[config.mk]
export PLATFORM = sky130hd
export DESIGN_NAME = glitch_seq_wb
export DESIGN_NICKNAME = d
export VERILOG_FILES = /design/src/rtl/glitch_seq_wb.sv
export SDC_FILE = /design/constraint.sdc
export NUM_CORES = 1
export LEC_CHECK = 0
export ABC_AREA = 1
export ABC_CLOCK_PERIOD_IN_PS = 10900
export BUFFER_PORTS_ARGS = -buffer_cell sky130_fd_sc_hd__buf_2
export CORE_MARGIN = 5
export CORE_UTILIZATION = 35
export CTS_BUF_LIST = sky130_fd_sc_hd__clkbuf_16
export CTS_CLUSTER_DIAMETER = 40
export CTS_CLUSTER_SIZE = 30
export DETAILED_ROUTE_END_ITERATION = 8
export GPL_ROUTABILITY_DRIVEN = 0
export HOLD_SLACK_MARGIN = 0.06
export PLACE_DENSITY = 0.58
export SYNTH_ARGS = -nofsm -noshare
export SYNTH_HDL_FRONTEND = slang
export SYNTH_SLANG_ARGS = --single-unit
[constraint.sdc]
create_clock -name clk_i -period 10.9 [get_ports clk_i]
set_input_delay 2.18 -clock clk_i [delete_from_list [all_inputs] [get_ports clk_i]]
set_output_delay 2.18 -clock clk_i [all_outputs]
set_load 0.02 [all_outputs]
[src/rtl/glitch_seq_wb.sv]
// glitch_seq_wb: table-driven clock glitch sequencer on the 8-bit Wishbone register bus.
// Holds up to DEPTH {mode, delay, width} entries and plays them back in order, optionally
// repeated, swapping clk_out away from clk_in while an entry is in its WIDTH phase.
// All counting is in clk_i cycles.
//
// Optional feature: define GLITCH_SEQ_TRIG_EN to add trig_i and an ARMED state. With it,
// start arms the sequencer and the first synchronised rising edge of trig_i launches
// playback; STATUS bit4 reports armed.
//
// Ports:
//   clk_i, rst_i      system clock, asynchronous active-low reset
//   dat_i/adr_i       write data, word address (adr[5:2])
//   stb_i/we_i        strobe, write enable
//   dat_o/ack_o       registered read data, registered acknowledge
//   clk_in/clk_gl     target clock and alternate glitch clock
//   trig_i            external trigger (GLITCH_SEQ_TRIG_EN only)
//   clk_out           glitched clock (combinational)
//   active_o          high while an entry is in WIDTH
//
// Register map: 0 CTRL/STATUS, 1 MODE, 2/3 DELAY lo/hi, 4/5 WIDTH lo/hi, 6 PUSH,
//               7 COUNT (ro), 8 REPEAT.
module glitch_seq_wb #(
   parameter int unsigned DEPTH = 8,
   parameter int unsigned CNT_W = 16
) (
   input  logic       clk_i,
   input  logic       rst_i,
   input  logic [7:0] dat_i,
   input  logic [3:0] adr_i,
   output logic [7:0] dat_o,
   input  logic       stb_i,
   input  logic       we_i,
   output logic       ack_o,
   input  logic       clk_in,
   input  logic       clk_gl,
`ifdef GLITCH_SEQ_TRIG_EN
   input  logic       trig_i,
`endif
   output logic       clk_out,
   output logic       active_o
);

   localparam int unsigned IDX_W  = $clog2(DEPTH);
   localparam int unsigned CNTR_W = IDX_W + 1;   // entry count spans 0..DEPTH

   typedef struct packed {
      logic [2:0]       mode;
      logic [CNT_W-1:0] delay;
      logic [CNT_W-1:0] width;
   } entry_t;

   typedef enum logic [2:0] {
      S_IDLE  = 3'd0,
      S_ARMED = 3'd1,
      S_LOAD  = 3'd2,
      S_DELAY = 3'd3,
      S_WIDTH = 3'd4
   } state_t;

   // Register file
   logic [2:0]        stg_mode_r;
   logic [15:0]       stg_delay_r;
   logic [15:0]       stg_width_r;
   logic [7:0]        rep_r;
   logic [CNTR_W-1:0] count_r;
   logic              ovf_r;
   entry_t            tbl [DEPTH];

   // Sequencer
   state_t            state_r, state_nxt;
   logic [IDX_W-1:0]  idx_r, idx_nxt;
   logic [7:0]        pass_r, pass_nxt;
   logic [CNT_W-1:0]  cnt_r, cnt_nxt;
   logic              adv;

   // Decode
   logic              wr_c, wr_ctrl, start_req, abort_req, clear_req, push_req, push_ok;
   logic              idle, full, empty, armed, last_c, trig_rise;
   logic [7:0]        rd_data;
   entry_t            cur, push_entry;

   assign wr_c      = stb_i & we_i;
   assign wr_ctrl   = wr_c && (adr_i == 4'h0);
   // abort and clear both take priority over start
   assign start_req = wr_ctrl & dat_i[0] & ~dat_i[1] & ~dat_i[2];
   assign abort_req = wr_ctrl & dat_i[1];
   assign clear_req = wr_ctrl & dat_i[2];
   assign push_req  = wr_c && (adr_i == 4'h6);

   assign idle    = (state_r == S_IDLE);
   assign full    = (count_r == CNTR_W'(DEPTH));
   assign empty   = (count_r == '0);
   assign push_ok = push_req & idle & ~full;
   assign cur     = tbl[idx_r];
   assign last_c  = ((CNTR_W'(idx_r) + CNTR_W'(1)) == count_r);

   always_comb begin
      push_entry       = '0;
      push_entry.mode  = stg_mode_r;
      push_entry.delay = CNT_W'(stg_delay_r);
      push_entry.width = CNT_W'(stg_width_r);
   end

`ifdef GLITCH_SEQ_TRIG_EN
   // Two-flop synchroniser plus an edge-detect stage
   logic [2:0] trig_sync_r;
   always_ff @(posedge clk_i or negedge rst_i) begin
      if (!rst_i) trig_sync_r <= '0;
      else        trig_sync_r <= {trig_sync_r[1:0], trig_i};
   end
   assign trig_rise = trig_sync_r[1] & ~trig_sync_r[2];
   assign armed     = (state_r == S_ARMED);
`else
   assign trig_rise = 1'b0;
   assign armed     = 1'b0;
`endif

   // Read mux; hi staging bytes stay zero when CNT_W is 8
   always_comb begin
      rd_data = 8'h00;
      case (adr_i)
         4'h0: rd_data = {3'b000, armed, ovf_r, empty, full, idle};
         4'h1: rd_data = {5'b00000, stg_mode_r};
         4'h2: rd_data = stg_delay_r[7:0];
         4'h3: rd_data = stg_delay_r[15:8];
         4'h4: rd_data = stg_width_r[7:0];
         4'h5: rd_data = stg_width_r[15:8];
         4'h7: rd_data = 8'(count_r);
         4'h8: rd_data = rep_r;
         default: rd_data = 8'h00;
      endcase
   end

   // Bus handshake, staging registers, table bookkeeping
   always_ff @(posedge clk_i or negedge rst_i) begin
      if (!rst_i) begin
         ack_o       <= 1'b0;
         dat_o       <= 8'h00;
         stg_mode_r  <= '0;
         stg_delay_r <= '0;
         stg_width_r <= '0;
         rep_r       <= '0;
         count_r     <= '0;
         ovf_r       <= 1'b0;
      end else begin
         ack_o <= stb_i;
         if (stb_i && !we_i) dat_o <= rd_data;
         if (wr_c) begin
            case (adr_i)
               4'h1: stg_mode_r <= dat_i[2:0];
               4'h2: stg_delay_r[7:0] <= dat_i;
               4'h3: if (CNT_W > 8) stg_delay_r[15:8] <= dat_i;
               4'h4: stg_width_r[7:0] <= dat_i;
               4'h5: if (CNT_W > 8) stg_width_r[15:8] <= dat_i;
               4'h8: rep_r <= dat_i;
               default: ;
            endcase
         end
         if (clear_req && idle) begin
            count_r <= '0;
            ovf_r   <= 1'b0;
         end
         // pushes while full or busy are dropped and flagged
         if (push_req) begin
            if (push_ok) count_r <= count_r + CNTR_W'(1);
            else         ovf_r   <= 1'b1;
         end
      end
   end

   // Table storage; contents are only meaningful below count_r
   always_ff @(posedge clk_i) begin
      if (push_ok) tbl[count_r[IDX_W-1:0]] <= push_entry;
   end

   // State register
   always_ff @(posedge clk_i or negedge rst_i) begin
      if (!rst_i) begin
         state_r <= S_IDLE;
         idx_r   <= '0;
         pass_r  <= '0;
         cnt_r   <= '0;
      end else begin
         state_r <= state_nxt;
         idx_r   <= idx_nxt;
         pass_r  <= pass_nxt;
         cnt_r   <= cnt_nxt;
      end
   end

   // Next-state logic
   always_comb begin
      state_nxt = state_r;
      idx_nxt   = idx_r;
      pass_nxt  = pass_r;
      cnt_nxt   = cnt_r;
      adv       = 1'b0;
      case (state_r)
         S_IDLE: begin
            if (start_req && !empty) begin
`ifdef GLITCH_SEQ_TRIG_EN
               state_nxt = S_ARMED;
`else
               state_nxt = S_LOAD;
`endif
               idx_nxt  = '0;
               pass_nxt = rep_r;
            end
         end
         S_ARMED: begin
            if (trig_rise) state_nxt = S_LOAD;
         end
         S_LOAD: begin
            if (cur.delay != '0) begin
               state_nxt = S_DELAY;
               cnt_nxt   = cur.delay;
            end else if (cur.width != '0) begin
               state_nxt = S_WIDTH;
               cnt_nxt   = cur.width;
            end else begin
               adv = 1'b1;
            end
         end
         S_DELAY: begin
            if (cnt_r == CNT_W'(1)) begin
               if (cur.width != '0) begin
                  state_nxt = S_WIDTH;
                  cnt_nxt   = cur.width;
               end else begin
                  adv = 1'b1;
               end
            end else begin
               cnt_nxt = cnt_r - CNT_W'(1);
            end
         end
         S_WIDTH: begin
            if (cnt_r == CNT_W'(1)) adv = 1'b1;
            else                    cnt_nxt = cnt_r - CNT_W'(1);
         end
         default: state_nxt = S_IDLE;
      endcase
      // next entry, then wrap for another pass, then done
      if (adv) begin
         if (!last_c) begin
            idx_nxt   = idx_r + IDX_W'(1);
            state_nxt = S_LOAD;
         end else if (pass_r != 8'd0) begin
            idx_nxt   = '0;
            pass_nxt  = pass_r - 8'd1;
            state_nxt = S_LOAD;
         end else begin
            state_nxt = S_IDLE;
         end
      end
      if (abort_req) state_nxt = S_IDLE;
   end

   // Outputs: clk_out follows clk_in except during WIDTH
   always_comb begin
      active_o = 1'b0;
      clk_out  = clk_in;
      if (state_r == S_WIDTH) begin
         active_o = 1'b1;
         case (cur.mode)
            3'd1:    clk_out = 1'b0;
            3'd2:    clk_out = 1'b1;
            3'd3:    clk_out = ~clk_in;
            3'd4:    clk_out = clk_gl;
            default: clk_out = clk_in;
         endcase
      end
   end

endmodule

==> results of run 1 <==
-- kinds of logic after synthesis --
family | after synthesis | synth area share (%)
XOR/XNOR | 16 | 0.831
AND/OR/NAND/NOR | 920 | 22.6
flip-flops | 367 | 62.8
AO/OA/AOI/OAI | 166 | 5.47
buffers and inverters | 303 | 7.44
multiplexers | 7 | 0.460
adder cells (fa/ha/maj) | 6 | 0.445
-- cell type report --
class | instances | area (sq um) | share of cell area [%]
clock inverters | 34 | 355 | 1.87
clock buffers | 45 | 1130 | 5.91
well taps | 615 | 769 | 4.04
inverters | 234 | 881 | 4.62
repair buffers | 44 | 263 | 1.38
multi-input cells | 1115 | 5060 | 26.6
flip-flops and latches | 367 | 10600 | 55.6
-- synth_stat cells (2+ instances only) --
| library cell | instances | area, sq um |
|---|---|---|
| a21oi_1 | 23 | 115 |
| a221oi_1 | 7 | 61.3 |
| a22o_1 | 4 | 35.0 |
| a22oi_1 | 2 | 15.0 |
| a31oi_1 | 6 | 37.5 |
| buf_1 | 3 | 11.3 |
| buf_2 | 31 | 155 |
| buf_4 | 9 | 67.6 |
| buf_6 | 6 | 67.6 |
| clkbuf_1 | 20 | 75.1 |
| dfrtp_1 | 87 | 2180 |
| edfxtp_1 | 280 | 8410 |
| ha_1 | 6 | 75.1 |
| inv_1 | 230 | 863 |
| inv_2 | 3 | 11.3 |
| mux2_2 | 6 | 67.6 |
| nand2_1 | 599 | 2250 |
| nand2_4 | 2 | 22.5 |
| nand3_1 | 185 | 926 |
| nand3_2 | 3 | 30.0 |
| nand4_1 | 8 | 50.1 |
| nor2_1 | 97 | 364 |
| nor3_1 | 18 | 90.1 |
| nor4_1 | 4 | 25.0 |
| o211ai_1 | 7 | 52.6 |
| o21ai_0 | 96 | 480 |
| o21ai_1 | 11 | 55.1 |
| o22ai_1 | 7 | 43.8 |
| xnor2_1 | 4 | 35.0 |
| xor2_1 | 12 | 105 |
-- power by group through the flow --
| stage | registers [mW] | logic, mW | clock network, mW |
|---|---|---|---|
| 4_1_cts | 1.69 | 0.100 | 1.50 |
| 3_5_place_dp | 1.72 | 0.0996 | 0 |
| 6_report | 1.70 | 0.0995 | 1.46 |
| 2_1_floorplan | 1.67 | 0.0618 | 0 |
| 5_1_grt | 1.70 | 0.116 | 1.55 |
| 3_3_place_gp | 1.72 | 0.0965 | 0 |
-- per-stage QoR --
step,instance area [sq um],setup slack [ps],util [%],hold slack [ps],cells
final,19000,5220,40.0,499,2454
after global routing,19000,4800,40.0,530,2454
after CTS,19000,5160,40.0,501,2454
after detailed placement,17600,5740,36.9,487,2375
after global placement,17600,5750,36.9,484,2375
after floorplan,16900,5260,-,453,1785
-- registers in the layout (all words and copies together), names as in the netlist --
name / cells
dat_o: 8
cnt_r: 16
tbl: 280
idx_r: 3
ovf_r: 1
ack_o: 1
state_r: 3
stg_width_r: 16
rep_r: 8
pass_r: 8
stg_delay_r: 16
count_r: 4
stg_mode_r: 3
-- per-layer routing --
layer / global-route usage [%] / up-vias / share of wire [%]
met5: 0 / - / 0
met4: 5.88 / 0 / 3.2
met1: 21.9 / 5809 / 44
li1: - / 5902 / -
met3: 2.34 / 77 / 5.7
met2: 27.0 / 369 / 47
-- path summary, 6_finish.rpt --
| check | from | endpoint | slack (ps) | cells after the start |
|---|---|---|---|---|
| worst max-delay path | idx_r[0]$_DFF_PN0_ | clk_out | 5220 | 9 |
| worst min-delay path | ovf_r$_DFF_PN0_ | ovf_r$_DFF_PN0_ | 500 | 2 |
| worst max register to register | idx_r[0]$_DFF_PN0_ | state_r[1]$_DFFE_PN0P_ | 6400 | 15 |
| worst min register to register | ovf_r$_DFF_PN0_ | ovf_r$_DFF_PN0_ | 500 | 2 |
| max in group asynchronous | rst_i | rep_r[5]$_DFFE_PN0P_ | 8190 | 2 |
| min in group asynchronous | rst_i | state_r[0]$_DFFE_PN0P_ | 1600 | 1 |
-- worst max-delay path, delay by kind of cell, from the launching register on --
| family | cells | cell delay, ps |
|---|---|---|
| xor gates and xnor gates | 1 | 210 |
| AOI/OAI and AO/OA | 5 | 970 |
| DFF | 1 | 960 |
| buffers and inverters | 2 | 680 |
| and+or+nand+nor | 1 | 120 |
==> impl_results.md, run 1 <==
- Clock Skew: 24.8 ps
- Mapped Cells: 1,785
- Number of enable flip-flop cells after synthesis: 280
- Post-DP HPWL: 26,300 um
- # rows: 80
- DRT Pass-1 Iters: 6
- Initial Utilization: 35.4%
- Post-synthesis sequential area ratio: 62.8%
- Most common cell on crit path: o21ai_0
- Commonest non-fill, non-tap cells in the layout: nand2_1 (599), edfxtp_1 (280), inv_1 (234)
- Power Density: between 150 and 200 nW/um^2
- Residual DRC: 0
- Final min period: ~5700 ps
- Syn-to-layout area delta: 13.0%
- Ys async rst share: 23.7%
- Synth Register Bits: 367
- Req. time, crit path: 8720 ps
- Switching power total: 0.782 mW
- Seq pwr share: 52.0%
- CTS tree: built
- Period utilization: 52.1%
- Nets: 1,829
- Slowest stage delay, CP: 960 ps
- Fin. Hold Viols: 0
- Die H: between 200 and 250 um
- Worst vdd ir: 0.124 mV
- Power share of the combinational group: 3.1%
- Peak Freq: 0.176 GHz
- Clock Tree Root: clkbuf_16
- WL/cell: between 15 and 20 um
- Clk pin slew, worst setup/hold paths: 60 ps
- H-Tree Depth: 2
- Resize count post-CTS: 0
- Internal: 2.48 mW
- Worst-Margin Slew: between 1000 and 1500 ps
- 1st-iter DRT viols: between 1,000 and 1,500
- CTS Buffer Depth: 3
- Worst EP arrival: 3500 ps
- Share of post-route cells with drive strength above 1: 7.94%
- Maxcap violations: 0
- Leak Pwr: 8.20 nW
- Mapped Nets: 1,809
- Startpoint Class: flip-flop
- Final Slew Violations: 0
- Filler cells: 4,617
- Largest net degree at the start of global routing: 76
- Num CTS Buffers: 43
- GRT overflow: 0
- Post-CTS Setup Bufs: 0
- Vias per cell: 4.95
- CP Class: reg -> out
- Ports: 29
- Sink Count: 367
- Primary FF master, synth: edfxtp_1
- Crit-path cells: inv_4, o21ai_0, o22ai_1, o21ai_0, nand2_1, xnor2_1, a21oi_1, a41oi_1, buf_2
- Final-report setup violation count: 0
- Syn Area/Cell: 9.44 sq um
- Crit-path max FO: 75
- # diodes: 0
- Port-buffer cells: 28
- Sw Ratio: around a quarter
- Initial antenna violation count: 0
- Most common cell after layout, fill and taps aside: nand2_1
- Min-Delay Path Class: reg -> reg
- Synth unique cells: 39
- Vias in the first global route: 11,800
- Tot Pwr: 3.26 mW
- Die Wd: 229 um
- Die area: 52,700 sq um
- Max stage delay cell, worst path: dfrtp_4
- Slew margin rel.: 26.7%
- Cell area after synthesis: 16,900 sq um
- Total GRT Usage: ~16%
- Antenna-violating nets left: 0
- Cts hold-fix bufs: 0
- Post-Route WL: 43,200 um
- Worst-skew pair later-pin latency: 550 ps
- Clock power frac: around 45%
- Via Count: 12,200
- Status: finished, final reports clean
- Crit end category: primary output
- Core Area: around 48,000 sq um
- Setup TNS: 0 ps
- First-pass GRT wire length: about 70,000 um
- Yosys warns: 0
- RSZ-0062 raised after global routing: false
(Power assumes the default switching activity.)
==> run 2, diff against run 1 <==
--- a/config.mk
+++ b/config.mk
@@ -6,7 +6,7 @@
 export NUM_CORES = 1
 export LEC_CHECK = 0
 export ABC_AREA = 1
-export ABC_CLOCK_PERIOD_IN_PS = 10900
+export ABC_CLOCK_PERIOD_IN_PS = 5100
 export BUFFER_PORTS_ARGS = -buffer_cell sky130_fd_sc_hd__buf_2
 export CORE_MARGIN = 5
 export CORE_UTILIZATION = 35
@@ -16,7 +16,7 @@
 export DETAILED_ROUTE_END_ITERATION = 8
 export GPL_ROUTABILITY_DRIVEN = 0
 export HOLD_SLACK_MARGIN = 0.06
-export PLACE_DENSITY = 0.58
+export PLACE_DENSITY = 0.6
 export SYNTH_ARGS = -nofsm -noshare
 export SYNTH_HDL_FRONTEND = slang
 export SYNTH_SLANG_ARGS = --single-unit
==> constraint.sdc (replaced) <==
create_clock -name clk_i -period 5.1 [get_ports clk_i]
set_input_delay 1.02 -clock clk_i [delete_from_list [all_inputs] [get_ports clk_i]]
set_output_delay 1.02 -clock clk_i [all_outputs]
set_load 0.02 [all_outputs]
==> impl_results.md, run 2 (synthesis gave the netlist of run 1 again) <==
- Status: finished, final reports clean (unchanged)
- Pre-CTS setup slack: 1590 ps (was 5740 ps)
- Placed cell area: 17,600 sq um (about the same)
- DRT Pass-1 Iters: 7 (was 6)
- Crit-path cells: buf_4, nor2_1, nor2_1, o21ai_0, o211ai_1, o21ai_0, nand2_1, xnor2_1, a21oi_1, a41oi_1, buf_2 (was inv_4, o21ai_0, o22ai_1, o21ai_0, nand2_1, xnor2_1, a21oi_1, a41oi_1, buf_2)
- Initial antenna violation count: 1 (was 0)
- Worst R2R Setup Slack: 1570 ps (was 6400 ps)
- Sw Ratio: 23.0% (was 24.0%)
- Vias in the first global route: 11,700 (was 11,800)
- Setup ws final: 1060 ps (was 5220 ps)
- WL/cell: 17.5 um (was 17.6 um)
- Clock Tree Root: clkbuf_16 (unchanged)
- Residual DRC: 0 (unchanged)
- Ports: 29 (unchanged)
- Core Area: 47,600 sq um (unchanged)
- Max stage delay cell, worst path: buf_4 (was dfrtp_4)
- Worst EP arrival: 3020 ps (was 3500 ps)
- Die H: 229 um (unchanged)
- Final min period: 4040 ps
- Die area: 52,700 sq um (unchanged)
- Req. time, crit path: 4080 ps (was 8720 ps)
- Port-buffer cells: 28 (unchanged)
- # rows: 80 (unchanged)
- Num CTS Buffers: 46 (was 43)
- Seq pwr share: 49.7% (was 52.0%)
- Crit end category: primary output (unchanged)
- Cts hold-fix bufs: 0 (unchanged)
- Setup TNS: 0 ps (unchanged)
- CTS tree: built (unchanged)
- Hold WS: 464 ps (was 499 ps)
- Sink Count: 367 (unchanged)
- Power Density: 378 nW/um^2 (was 171 nW/um^2)
- Final-report setup violation count: 0 (unchanged)
- Tot Pwr: 7.29 mW (was 3.26 mW)
- Clock Skew: 27.1 ps (was 24.8 ps)
- Post-Route WL: 43,200 um (about the same)
- Filler cells: 4,627 (was 4,617)
- CP Class: reg -> out (unchanged)
- Initial Utilization: 35.4% (unchanged)
- # diodes: 0 (unchanged)
- H-Tree Depth: 2 (unchanged)
- Slowest stage delay, CP: 660 ps (was 960 ps)
- Worst-Margin Slew: 1070 ps (was 1090 ps)
- Maxcap violations: 0 (unchanged)
- Worst-skew pair later-pin latency: 560 ps (was 550 ps)
- Worst vdd ir: 0.244 mV (was 0.124 mV)
- Post-DP HPWL: 26,000 um (was 26,300 um)
- Final Util: 40.4% (was 40.0%)
- Power share of the combinational group: 2.9% (was 3.1%)
- CTS Buffer Depth: 3 (unchanged)
- Cell count after placement: 2,377 (was 2,375)
- Crit-path max FO: 80 (was 75)
- Die Wd: 229 um (unchanged)
- Share of post-route cells with drive strength above 1: 8.39% (was 7.94%)
- Startpoint Class: flip-flop (unchanged)
- Non-filler cells, final: 2,463 (was 2,454)
- Post-CTS Setup Bufs: 0 (unchanged)
- Internal: 5.61 mW (was 2.48 mW)
- Vias per cell: 4.95 (about the same)
- GRT overflow: 0 (unchanged)
- Nets: 1,834 (was 1,829)
- Clk pin slew, worst setup/hold paths: 60 ps (about the same)
- Fin. Hold Viols: 0 (unchanged)
- Min-Delay Path Class: in -> async (was reg -> reg)
- Largest net degree at the start of global routing: 81 (was 76)
- Resize count post-CTS: 0 (unchanged)
- Leak Pwr: 8.31 nW (was 8.20 nW)
- Antenna-violating nets left: 0 (unchanged)
- RSZ-0062 raised after global routing: false (unchanged)
- Commonest non-fill, non-tap cells in the layout: nand2_1 (599), edfxtp_1 (280), inv_1 (233) (was nand2_1 (599), edfxtp_1 (280), inv_1 (234))
- Slew margin rel.: 28.1% (was 26.7%)
- Total GRT Usage: 16.1% (was 16.3%)
- Final instance area: 19,300 sq um (was 19,000 sq um)
- Syn-to-layout area delta: 14.3% (was 13.0%)
- Peak Freq: 0.248 GHz
- Final Slew Violations: 0 (unchanged)
- Most common cell after layout, fill and taps aside: nand2_1 (unchanged)
- Max FFs per register: 280 (unchanged)
- Via Count: 12,200 (about the same)
- 1st-iter DRT viols: 897 (was 1,014)
- First-pass GRT wire length: 67,800 um (was 68,000 um)
- Switching power total: 1.68 mW (was 0.782 mW)
- Period utilization: 79.2%
- Clock power frac: 47.4% (was 44.9%)
-- run 2: cell count changes in the layout (fill, tap and decap cells not counted), sizes merged --
cell,change
clkinv,+1
inv,-2
buf,+2
bufinv,+4
clkbuf,+4
-- run 2: final timing paths --
| path | from | to | cells past startpoint |
|---|---|---|---|
| max | idx_r[0]$_DFF_PN0_ | clk_out | 11 |
| min | rst_i | count_r[1]$_DFF_PN0_ | 1 |
| max reg2reg | idx_r[0]$_DFF_PN0_ | state_r[1]$_DFFE_PN0P_ | 15 |
| min reg2reg | dat_o[7]$_DFFE_PN0P_ | dat_o[7]$_DFFE_PN0P_ | 1 |
| max in group asynchronous | rst_i | stg_width_r[8]$_DFFE_PN0P_ | 2 |
| min in group clk_i | dat_o[7]$_DFFE_PN0P_ | dat_o[7]$_DFFE_PN0P_ | 1 |
-- run 2: power groups by stage --
stage / Combinational, mW / Clock (mW) / Sequential (mW)
3_5_place_dp: 0.209 / 0 / 3.68
5_1_grt: 0.244 / 3.64 / 3.64
3_3_place_gp: 0.205 / 0 / 3.68
6_report: 0.210 / 3.45 / 3.63
2_1_floorplan: 0.132 / 0 / 3.58
4_1_cts: 0.211 / 3.52 / 3.62
-- run 2: routing by layer --
metal  vias to the layer above  track usage (%)  wire, um
li1                       5922                -         -
met1                      5797             22.2     19200
met2                       373             26.3     20100
met3                        88             2.54      2690
met4                         0             4.89      1180
met5                         -                0         0
-- run 2: cell type report --
class / count / area, sq um / area share, %
Tap cell: 615 / 769 / 3.99
Timing Repair Buffer: 46 / 303 / 1.57
Clock inverter: 37 / 430 / 2.23
Inverter: 234 / 881 / 4.57
Multi-Input combinational cell: 1115 / 5060 / 26.3
Sequential cell: 367 / 10600 / 55.0
Clock buffer: 49 / 1230 / 6.37
-- run 2: worst max-delay path, delay by kind of cell, from the launching register on --
kind	cells	cell delay, ps
simple gates	3	350
buf+inv	2	850
xor+xnor	1	140
flops	1	440
compound gates	5	670
